--- config.mk ---
export PLATFORM = sky130hd
export DESIGN_NAME = alarm_sequencer
export DESIGN_NICKNAME = d
export VERILOG_FILES = /design/src/rtl/alarm_pkg.sv /design/src/rtl/alarm_sec_timer.sv /design/src/rtl/alarm_sequencer.sv
export SDC_FILE = /design/constraint.sdc
export NUM_CORES = 1
export LEC_CHECK = 0
export BUFFER_PORTS_ARGS = -buffer_cell sky130_fd_sc_hd__buf_2
export CAP_MARGIN = 20
export CORE_UTILIZATION = 52
export CTS_BUF_LIST = sky130_fd_sc_hd__clkbuf_4 sky130_fd_sc_hd__clkbuf_8
export DETAILED_ROUTE_END_ITERATION = 6
export PLACE_DENSITY = 0.84
export SYNTH_ARGS = -nofsm -noshare
export SYNTH_HDL_FRONTEND = slang
export SYNTH_HIERARCHICAL = 1
export SYNTH_SLANG_ARGS = --single-unit
--- constraint.sdc ---
create_clock -name GCLK -period 3.1 [get_ports GCLK]
set_clock_uncertainty 0.15 [all_clocks]
set_input_delay 0 -clock GCLK [delete_from_list [all_inputs] [get_ports GCLK]]
set_output_delay 0 -clock GCLK [all_outputs]
set_load 0.01 [all_outputs]
--- src/rtl/alarm_pkg.sv ---
// -----------------------------------------------------------------------------
// alarm_pkg
// Shared definitions for the alarm sequencer and the downstream RGB LED
// controller: the 4-bit alarm state codes and the timer / snooze widths.
// -----------------------------------------------------------------------------
package alarm_pkg;

  localparam int TMR_W = 12;
  localparam int SNZ_W = 3;

  // Codes are consumed directly by the RGB controller; do not renumber.
  typedef enum logic [3:0] {
    IDLE   = 4'b1000,
    ACTIVE = 4'b1001,
    WAKE   = 4'b1010,
    SNOOZE = 4'b1011
  } alarm_state_e;

endpackage

--- src/rtl/alarm_sec_timer.sv ---
// -----------------------------------------------------------------------------
// alarm_sec_timer
// Counts sec_tick pulses since the last clear and pulses expire on the
// limit-th tick.
// Ports:
//   GCLK      in   system clock
//   RST       in   asynchronous reset, active-high
//   clear     in   restart the count (a tick in the same cycle is dropped)
//   sec_tick  in   one-cycle pulse per second
//   limit     in   number of ticks to expiry (1..4095)
//   expire    out  combinational pulse: sec_tick with count == limit-1
// -----------------------------------------------------------------------------
module alarm_sec_timer
  import alarm_pkg::*;
(
  input  logic             GCLK,
  input  logic             RST,
  input  logic             clear,
  input  logic             sec_tick,
  input  logic [TMR_W-1:0] limit,
  output logic             expire
);

  logic [TMR_W-1:0] cnt;

  assign expire = sec_tick && (cnt == (limit - TMR_W'(1)));

  // Saturates at all-ones so a state that ignores expiry (WAKE without
  // auto-off) can sit indefinitely without the count wrapping.
  always_ff @(posedge GCLK or posedge RST) begin
    if (RST) begin
      cnt <= '0;
    end else if (clear) begin
      cnt <= '0;
    end else if (sec_tick && (cnt != '1)) begin
      cnt <= cnt + TMR_W'(1);
    end
  end

endmodule

--- src/rtl/alarm_sequencer.sv ---
// -----------------------------------------------------------------------------
// alarm_sequencer
// Alarm-sequencing FSM driving the RGB LED controller's alarm-state input:
// IDLE -> ACTIVE (fade) -> WAKE (blink + buzzer), with snooze and dismiss.
// Optional feature macro: ALARM_AUTO_OFF_EN -- when defined, WAKE returns to
// IDLE on its WAKE_TIMEOUT_S-th sec_tick.
// Ports:
//   GCLK            in   system clock
//   RST             in   asynchronous reset, active-high
//   sec_tick        in   one-GCLK pulse per second
//   cur_hour/min    in   current time (binary)
//   alarm_hour/min  in   programmed alarm time (binary)
//   alarm_enable    in   level; 0 forces IDLE
//   snooze_pulse    in   one-cycle snooze press
//   dismiss_pulse   in   one-cycle dismiss press
//   alarm_state_out out  registered state code (see alarm_pkg)
//   buzzer_en       out  registered, high only in WAKE
//   snooze_count    out  registered, snoozes used in this alarm event
// -----------------------------------------------------------------------------
module alarm_sequencer
  import alarm_pkg::*;
#(
  parameter int FADE_SECONDS   = 30,
  parameter int SNOOZE_SECONDS = 300,
  parameter int WAKE_TIMEOUT_S = 600,
  parameter int MAX_SNOOZES    = 3
) (
  input  logic             GCLK,
  input  logic             RST,
  input  logic             sec_tick,
  input  logic [4:0]       cur_hour,
  input  logic [5:0]       cur_min,
  input  logic [4:0]       alarm_hour,
  input  logic [5:0]       alarm_min,
  input  logic             alarm_enable,
  input  logic             snooze_pulse,
  input  logic             dismiss_pulse,
  output logic [3:0]       alarm_state_out,
  output logic             buzzer_en,
  output logic [SNZ_W-1:0] snooze_count
);

  alarm_state_e     state_q, state_nxt;
  logic [SNZ_W-1:0] snz_nxt;
  logic             armed_q, armed_nxt;
  logic             match;
  logic             snooze_ok;
  logic             tmr_clear;
  logic             tmr_expire;
  logic [TMR_W-1:0] tmr_limit;

  assign match     = (cur_hour == alarm_hour) && (cur_min == alarm_min);
  assign snooze_ok = snooze_pulse && (snooze_count < SNZ_W'(MAX_SNOOZES));

  // Single timer shared by all timed states; its limit follows the state.
  always_comb begin
    tmr_limit = TMR_W'(FADE_SECONDS);
    case (state_q)
      SNOOZE:  tmr_limit = TMR_W'(SNOOZE_SECONDS);
      WAKE:    tmr_limit = TMR_W'(WAKE_TIMEOUT_S);
      default: tmr_limit = TMR_W'(FADE_SECONDS);
    endcase
  end

  // Every state entry restarts the timer, which also drops a coincident tick.
  assign tmr_clear = (state_nxt != state_q);

  alarm_sec_timer u_timer (
    .GCLK     (GCLK),
    .RST      (RST),
    .clear    (tmr_clear),
    .sec_tick (sec_tick),
    .limit    (tmr_limit),
    .expire   (tmr_expire)
  );

  // Button presses are checked before expiry so a press always wins.
  // A snooze from ACTIVE draws on the same per-event budget as one from WAKE.
  always_comb begin
    state_nxt = state_q;
    snz_nxt   = snooze_count;
    if (!alarm_enable) begin
      state_nxt = IDLE;
      snz_nxt   = '0;
    end else begin
      case (state_q)
        IDLE: begin
          if (match && armed_q) begin
            state_nxt = ACTIVE;
            snz_nxt   = '0;
          end
        end
        ACTIVE: begin
          if (dismiss_pulse) begin
            state_nxt = IDLE;
          end else if (snooze_ok) begin
            state_nxt = SNOOZE;
            snz_nxt   = snooze_count + SNZ_W'(1);
          end else if (tmr_expire) begin
            state_nxt = WAKE;
          end
        end
        WAKE: begin
          if (dismiss_pulse) begin
            state_nxt = IDLE;
          end else if (snooze_ok) begin
            state_nxt = SNOOZE;
            snz_nxt   = snooze_count + SNZ_W'(1);
          end
`ifdef ALARM_AUTO_OFF_EN
          else if (tmr_expire) begin
            state_nxt = IDLE;
          end
`endif
        end
        SNOOZE: begin
          if (dismiss_pulse) begin
            state_nxt = IDLE;
          end else if (tmr_expire) begin
            state_nxt = WAKE;
          end
        end
        default: begin
          state_nxt = IDLE;
        end
      endcase
    end
  end

  // Leaving for IDLE inside the matching minute disarms until the minute
  // changes, giving one alarm event per matching minute.
  always_comb begin
    armed_nxt = armed_q;
    if ((state_nxt == IDLE) && (state_q != IDLE) && match) begin
      armed_nxt = 1'b0;
    end else if (!match) begin
      armed_nxt = 1'b1;
    end
  end

  always_ff @(posedge GCLK or posedge RST) begin
    if (RST) begin
      state_q      <= IDLE;
      buzzer_en    <= 1'b0;
      snooze_count <= '0;
      armed_q      <= 1'b1;
    end else begin
      state_q      <= state_nxt;
      buzzer_en    <= (state_nxt == WAKE);
      snooze_count <= snz_nxt;
      armed_q      <= armed_nxt;
    end
  end

  assign alarm_state_out = state_q;

endmodule

Yosys cells after proc, flatten, opt, wreduce, memory -nomap -nowiden:

Index checks and enable logic that the tools add are counted.

* input port bits: 28
* bits in registers: 21
* output and inout bits: 8
* logic and storage cells: 55

* reductions and logical operators: 10
* $lt $le $gt $ge: 1
* eq/ne operators: 17
* mux-type cells: 19
* add/sub/neg operators: 3

Operators by type and width (number)
* $mux 4: 8
* $eq 4x4->1 const B: 6
* $mux 12: 2
* $pmux 10 s2: 1
* $pmux 4 s4: 1
* $add 12x1->12 const B: 1
* $eq 12x12->1: 1
* $mux 3: 4
* $ne 12x12->1 const B: 1
* $sub 10x1->11 const B: 1
* $logic_and 1x1->1: 7
* $eq 6x6->1: 1
* $ne 3x2->1 const B: 2
* $ne 3x3->1 const B: 2
* $pmux 3 s2: 1
* $eq 5x5->1: 1
* $ne 4x4->1: 1
* $ne 4x4->1 const B: 1
* $reduce_and 4->1: 1
* $add 3x1->3 const B: 1
* $lt 3x2->1 const B: 1
* $mux 1: 2
* $ne 2x1->1 const B: 1
* $reduce_bool 2->1: 1
* $reduce_or 2->1: 1

Longest topological paths before layout:

* depth after elaboration: 14
* gate-level depth with buffers: 17
* gate-level depth less buffers: 15

Hierarchy:

The synthesis kept the hierarchy.

By module, submodules not included
* alarm_sec_timer: cells an instance 129, sequential area each 300.3 um2, area an instance 1093.5 um2, instances 1
* alarm_sequencer: cells an instance 79, sequential area each 227.7 um2, area an instance 703.2 um2, instances 1

Worst setup path after synthesis:

No wires, ideal clock.

* path type: flip-flop to flip-flop
* start: register state_q[3], in the netlist alarm_state_out[3]
* end: register u_timer.cnt[0]
* stages on the path, launching flop included: 17
* required time: 2818 ps
* arrival: 3096 ps
* setup slack: -278 ps
* buffers on the path: 2
* clock period less this slack: 3378 ps
* setup time: 132 ps
* cell sequence: dfstp_2 -> nor2b_2 -> buf_2 -> nand3_1 -> inv_1 -> xnor2_1 -> nand3_1 -> mux2i_1 -> o32ai_1 -> nor4_1 -> nand2_1 -> a31oi_1 -> or3_1 -> o21ai_2 -> mux2i_1 -> clkbuf_1 -> nor2_1

* word-level cells in the longest chain between the ends: 12
* elaborated cells between the ends (all ways): 20

RTL lines
* from (decl): RTL line alarm_sequencer.sv:43 `alarm_state_e state_q, state_nxt;`
* from (signal assigned): RTL line alarm_sequencer.sv:148 `state_q <= state_nxt;`
* $eq 4x4->1: RTL line alarm_sequencer.sv:58 `case (state_q)`
* $pmux 10 s2 *: RTL line alarm_sequencer.sv:58
* net tmr_limit[2]: RTL line alarm_sequencer.sv:50 `logic [TMR_W-1:0] tmr_limit;`
* $sub 10x1->11 *: RTL line alarm_sec_timer.sv:26 `assign expire = sec_tick && (cnt == (limit - TMR_W'(1)));`
* $eq 12x12->1 *: RTL line alarm_sec_timer.sv:26
* $logic_and 1x1->1 *: RTL line alarm_sec_timer.sv:26
* net tmr_expire: RTL line alarm_sequencer.sv:49 `logic tmr_expire;`
* $mux 4 *: RTL line alarm_sequencer.sv:99, alarm_sequencer.sv:119
* $mux 4: RTL line alarm_sequencer.sv:96 `end else if (snooze_ok) begin`
* $mux 4: RTL line alarm_sequencer.sv:94 `if (dismiss_pulse) begin`
* $pmux 4 s4 *: RTL line alarm_sequencer.sv:86 `case (state_q)`
* $mux 4 *: RTL line alarm_sequencer.sv:82 `if (!alarm_enable) begin`
* net state_nxt[0]: RTL line alarm_sequencer.sv:43
* $ne 4x4->1 *: RTL line alarm_sequencer.sv:66 `assign tmr_clear = (state_nxt != state_q);`
* net tmr_clear: RTL line alarm_sequencer.sv:48 `logic tmr_clear;`
* $mux 12 / $reduce_bool 2->1 (equally long branches)
* to (signal assigned): RTL line alarm_sec_timer.sv:36 `cnt <= cnt + TMR_W'(1);`
* to (decl): RTL line alarm_sec_timer.sv:24 `logic [TMR_W-1:0] cnt;`

Mark *: on every way through the listed nets, which the timed path passes. The rest lies on a longest branch.
A chain may end at the register's enable or synchronous reset.

Final worst setup path:

* start: register state_q[3], in the netlist alarm_state_out[3]
* end: register u_timer.cnt[10]

Same word-level chain as after synthesis.

==> summary.md <==
| Metric | Value |
|---|---|
| Synth-to-layout area growth | 37.4% |
| Die X | just over 60 um |
| LEAKAGE | 1.06 nW |
| Pin slew with the least headroom to its limit | about 0.53 ns |
| Number of cells in the design after placement | about 300 |
| Maximum single-stage delay on the critical path | between 0.5 and 0.6 ns |
| Portion of synthesized cell area occupied by the leading cell type | 0.265 |
| Endpoint of the lowest-slack register-to-register path | u_timer/cnt[10]$_DFFE_PP0P_ |
| Die Y-Extent | roughly 61 um |
| Via count of the first global-routing pass | around 1600 |
| Worst min-delay path category | primary input to flop |
| H-tree lvl count | 1 |
| Result of the run | finished with violations |
| Final Net Count | 310 |
| Total half-perimeter wirelength after legalization and detailed placement | between 3000 and 4000 um |
| Startpoint Class | flop |
| Fin util | 0.783 |
| Worst Setup Path Type | flop to flop |
| Headroom to the max-slew limit | 0.640 |
| Required time reported for the critical path endpoint | 3.16 ns |
| Number of standard cells after synthesis | between 200 and 250 |
| Global-route wire length before repair | approximately 6600 um |
| Final instance count without filler cells | around 320 |
| Setup repair after global routing missed its margin | yes |
| Cell Chain, Critical Path | nor2b_4 -> buf_6 -> nand2_1 -> inv_2 -> ha_4 -> xor2_1 -> nand3_1 -> nor3_2 -> nand3_1 -> nor4_4 -> nand2_1 -> a31oi_1 -> or3_1 -> o21ai_2 -> mux2i_2 -> buf_6 -> nor2_2 |
| IO Count | 36 |
| Ranking of synthesized cells by instance count | xor2_1 (24), nor2_1 (21), dfrtp_1 (19), nand2_1 (13), xnor2_1 (12) |
| Number of register bits inferred by synthesis | 21 |
| Most repeated cell in the gate-level netlist after synthesis | xor2_1 |
| Number of failing setup endpoints in the final timing report | 12 |
| Maximum clock frequency | 316 MHz |
| Cell accounting for the most synthesized area | dfrtp_1 |
| Clock Pin Slew Worst Setup and Hold Paths | ~0.13 ns |
| First-iteration detailed-routing DRC count | 48 |
| Vias after detailed routing | about 1800 |
| Violated checks | negative setup slack |
| Final worst hold slack | approximately 0.022 ns |
| Worst skew pair latency | between 0.3 and 0.4 ns |
| Detailed-route vias per instance | 5.60 |
| Arrival time of data at the critical path endpoint | 3.23 ns |
| Fraction of layout instances using a drive strength above 1 | 0.388 |
| CTS Root Cell | clkbuf_4 |
| Top Family by Delay on Critical Path | simple AND/OR/NAND/NOR gates |
| Number of cells on the critical path | 17 |
| Standard cell core area | ~3200 sq um |
| Max-slew violation count | 0 |
| Share of flip-flops with an asynchronous set or reset | 1.00 |
| Maximum fanout encountered on the critical timing path | 7 |
| Placer congestion estimate | about 0.8 |
| Routed WL per cell | 14.1 um |
| Highest ir drop seen on vdd | 0.254 mV |
| Synthesized area | 1800 sq um |
| Number of cells traversed by the worst register-to-register path | 17 |
| Share of synthesized area occupied by flip-flops and latches | 0.294 |
| CTS tree | done |
| Sort of element at the end of the critical path | flop |
| Total power of the final layout | between 0.5 and 0.6 mW |
| Pin count of the biggest net entering global routing | 13 |
| Number of max-cap violations | 0 |
| Post-Route WL | 4550 um |
| Starting density of the core | 0.570 |
| Antenna violations before repair | 0 |
| Worst Hold Path EP | armed_q$_DFFE_PP1P_ |
| Worst-case clock buffer depth | 2 |
| Crit share post-route | 1.02 |
| Slowest CP cell | dfstp_2 |
| Number of design rule violations left after detail routing | 0 |
| Count of endpoints failing hold in the final timing report | 0 |
| Number of detailed-route iterations in the first pass | 4 |
| Register-to-register path setup slack | -0.07 ns |
| Total track usage | 0.243 |
| Beginning of the worst register-to-register path | alarm_state_out[3]$_DFF_PP1_ |
| Time the worst path needs with I/O delays and setup | 3.17 ns |
| Count of cells along the worst hold path | 5 |
| Ranking of synthesized cells by area | dfrtp_1 (26%), xor2_1 (12%), xnor2_1 (5.8%) |
| Count of flip-flops with a built-in enable after synthesis | 0 |
| Top_reg_cell synth | dfrtp_1 |
| Syn Area/Cell | 8.64 sq um |
| Number of buffers created by CTS | 3 |
| Count of warnings emitted by yosys | 6 |
| Antenna-violating nets left | 0 |
| Total number of clock tree sinks | 21 |
| Grt ovf | 0 |
| Buffering stage count on the worst path with inverters included | 3 |
| Final Worst Setup Slack | -0.0685 ns |
| Areal power density over the cells | approximately 210 nW/um^2 |
| Port Buf Inserts | 35 |
| Count of different cell masters after synthesis | 52 |
| DIE AREA | 3690 sq um |
| Launch point of the worst hold path | alarm_min[4] |
| Number of cell rows | 20 |
| Number of antenna cells inserted | 0 |
-- cells by family (layout without fill, tap and decap cells) --
group                    Yosys count  after routing  synth area share
buffers and inverters             19             73            0.0446
multiplexers                       3              3            0.0167
AND/OR/NAND/NOR                   95             95             0.329
adder cells (fa/ha/maj)            3              3            0.0209
flip-flops                        21             21             0.294
other                              2             18           0.00418
AO/OA/AOI/OAI                     29             29             0.116
XOR/XNOR                          36             36             0.175
-- cells in the final DEF (no fill, tap or decap), types with 3 or more instances in the layout --
cell,Yosys,final
buf_2,5,35
xor2_1,24,23
dfrtp_1,19,19
conb_1,2,18
buf_4,0,14
nor2_1,21,13
nand2_1,13,13
nand4_1,9,9
nand3_1,11,9
xnor2_1,12,9
inv_1,10,7
nor2_2,0,7
o21ai_0,6,6
nor3_1,8,6
buf_6,0,6
a31oi_1,5,5
nor4_4,2,4
nand3_2,3,4
a21oi_2,2,4
dlygate4sd3_1,0,4
or3_1,3,3
clkbuf_4,0,3
-- stage by stage --
step | worst slack (ns) | cell area (sq um) | TNS [ns]
2_1_floorplan | 0.00443 | 1890 | 0
3_3_place_gp | 0.00508 | 2170 | 0
3_5_place_dp | -0.0982 | 2170 | -0.986
4_1_cts | 0.00373 | 2310 | 0
5_1_grt | -0.195 | 2470 | -2.13
6_report | -0.0685 | 2470 | -0.663
-- cell type report --
class	count	area, sq um
multi-input cells	184	1430
fillers	208	684
flip-flops and latches	21	528
repair buffers	59	388
well taps	44	55.1
inverters	10	42.5
clock buffers	3	22.5
clock inverters	1	5.00
-- where the power goes --
| group | total (mW) | switching (mW) | internal, mW |
|---|---|---|---|
| clock network | 0.136 | 0.0879 | 0.0483 |
| logic | 0.102 | 0.0557 | 0.0462 |
| registers | 0.279 | 0.00249 | 0.277 |
| total | 0.517 | 0.146 | 0.371 |
-- tightest hold or removal path, stage by stage --
cell and delay [ns]:
buf_2 0.08, xor2_1 0.12, nor3_1 0.08, nand3_2 0.10, a21o_1 0.08
-- what timing repair did --
action,4_1_cts,5_1_grt
endpoints found under the hold margin,30,0
buffers inserted,3,4
cloned,0,0
hold buffers,4,0
pin swaps,4,17
endpoints found under the setup margin,12,12
gates resized for setup,11,26
-- worst max-delay path by stage --
stage,startpoint,endpoint
2_1_floorplan,alarm_state_out[3]$_DFF_PP1_,u_timer/cnt[5]$_DFFE_PP0P_
3_3_place_gp,alarm_state_out[3]$_DFF_PP1_,u_timer/cnt[10]$_DFFE_PP0P_
3_5_place_dp,alarm_state_out[3]$_DFF_PP1_,u_timer/cnt[3]$_DFFE_PP0P_
4_1_cts,alarm_state_out[3]$_DFF_PP1_,u_timer/cnt[3]$_DFFE_PP0P_
5_1_grt,alarm_state_out[3]$_DFF_PP1_,u_timer/cnt[10]$_DFFE_PP0P_
6_report,alarm_state_out[3]$_DFF_PP1_,u_timer/cnt[10]$_DFFE_PP0P_
-- flip-flops by register name, summed over array words and instances, names as in the netlist --
signal / flops
alarm_state_out: 4
snooze_count: 3
armed_q: 1
buzzer_en: 1
u_timer/cnt: 12
-- routing by layer --
metal	global-route usage	wire length [um]	up-vias
met1	0.291	1910	864
li1	-	-	860
met5	0	0	-
met4	0.110	121	0
met3	0.0320	205	15
met2	0.435	2310	63
Note: power is estimated with default switching activity, not from simulation.
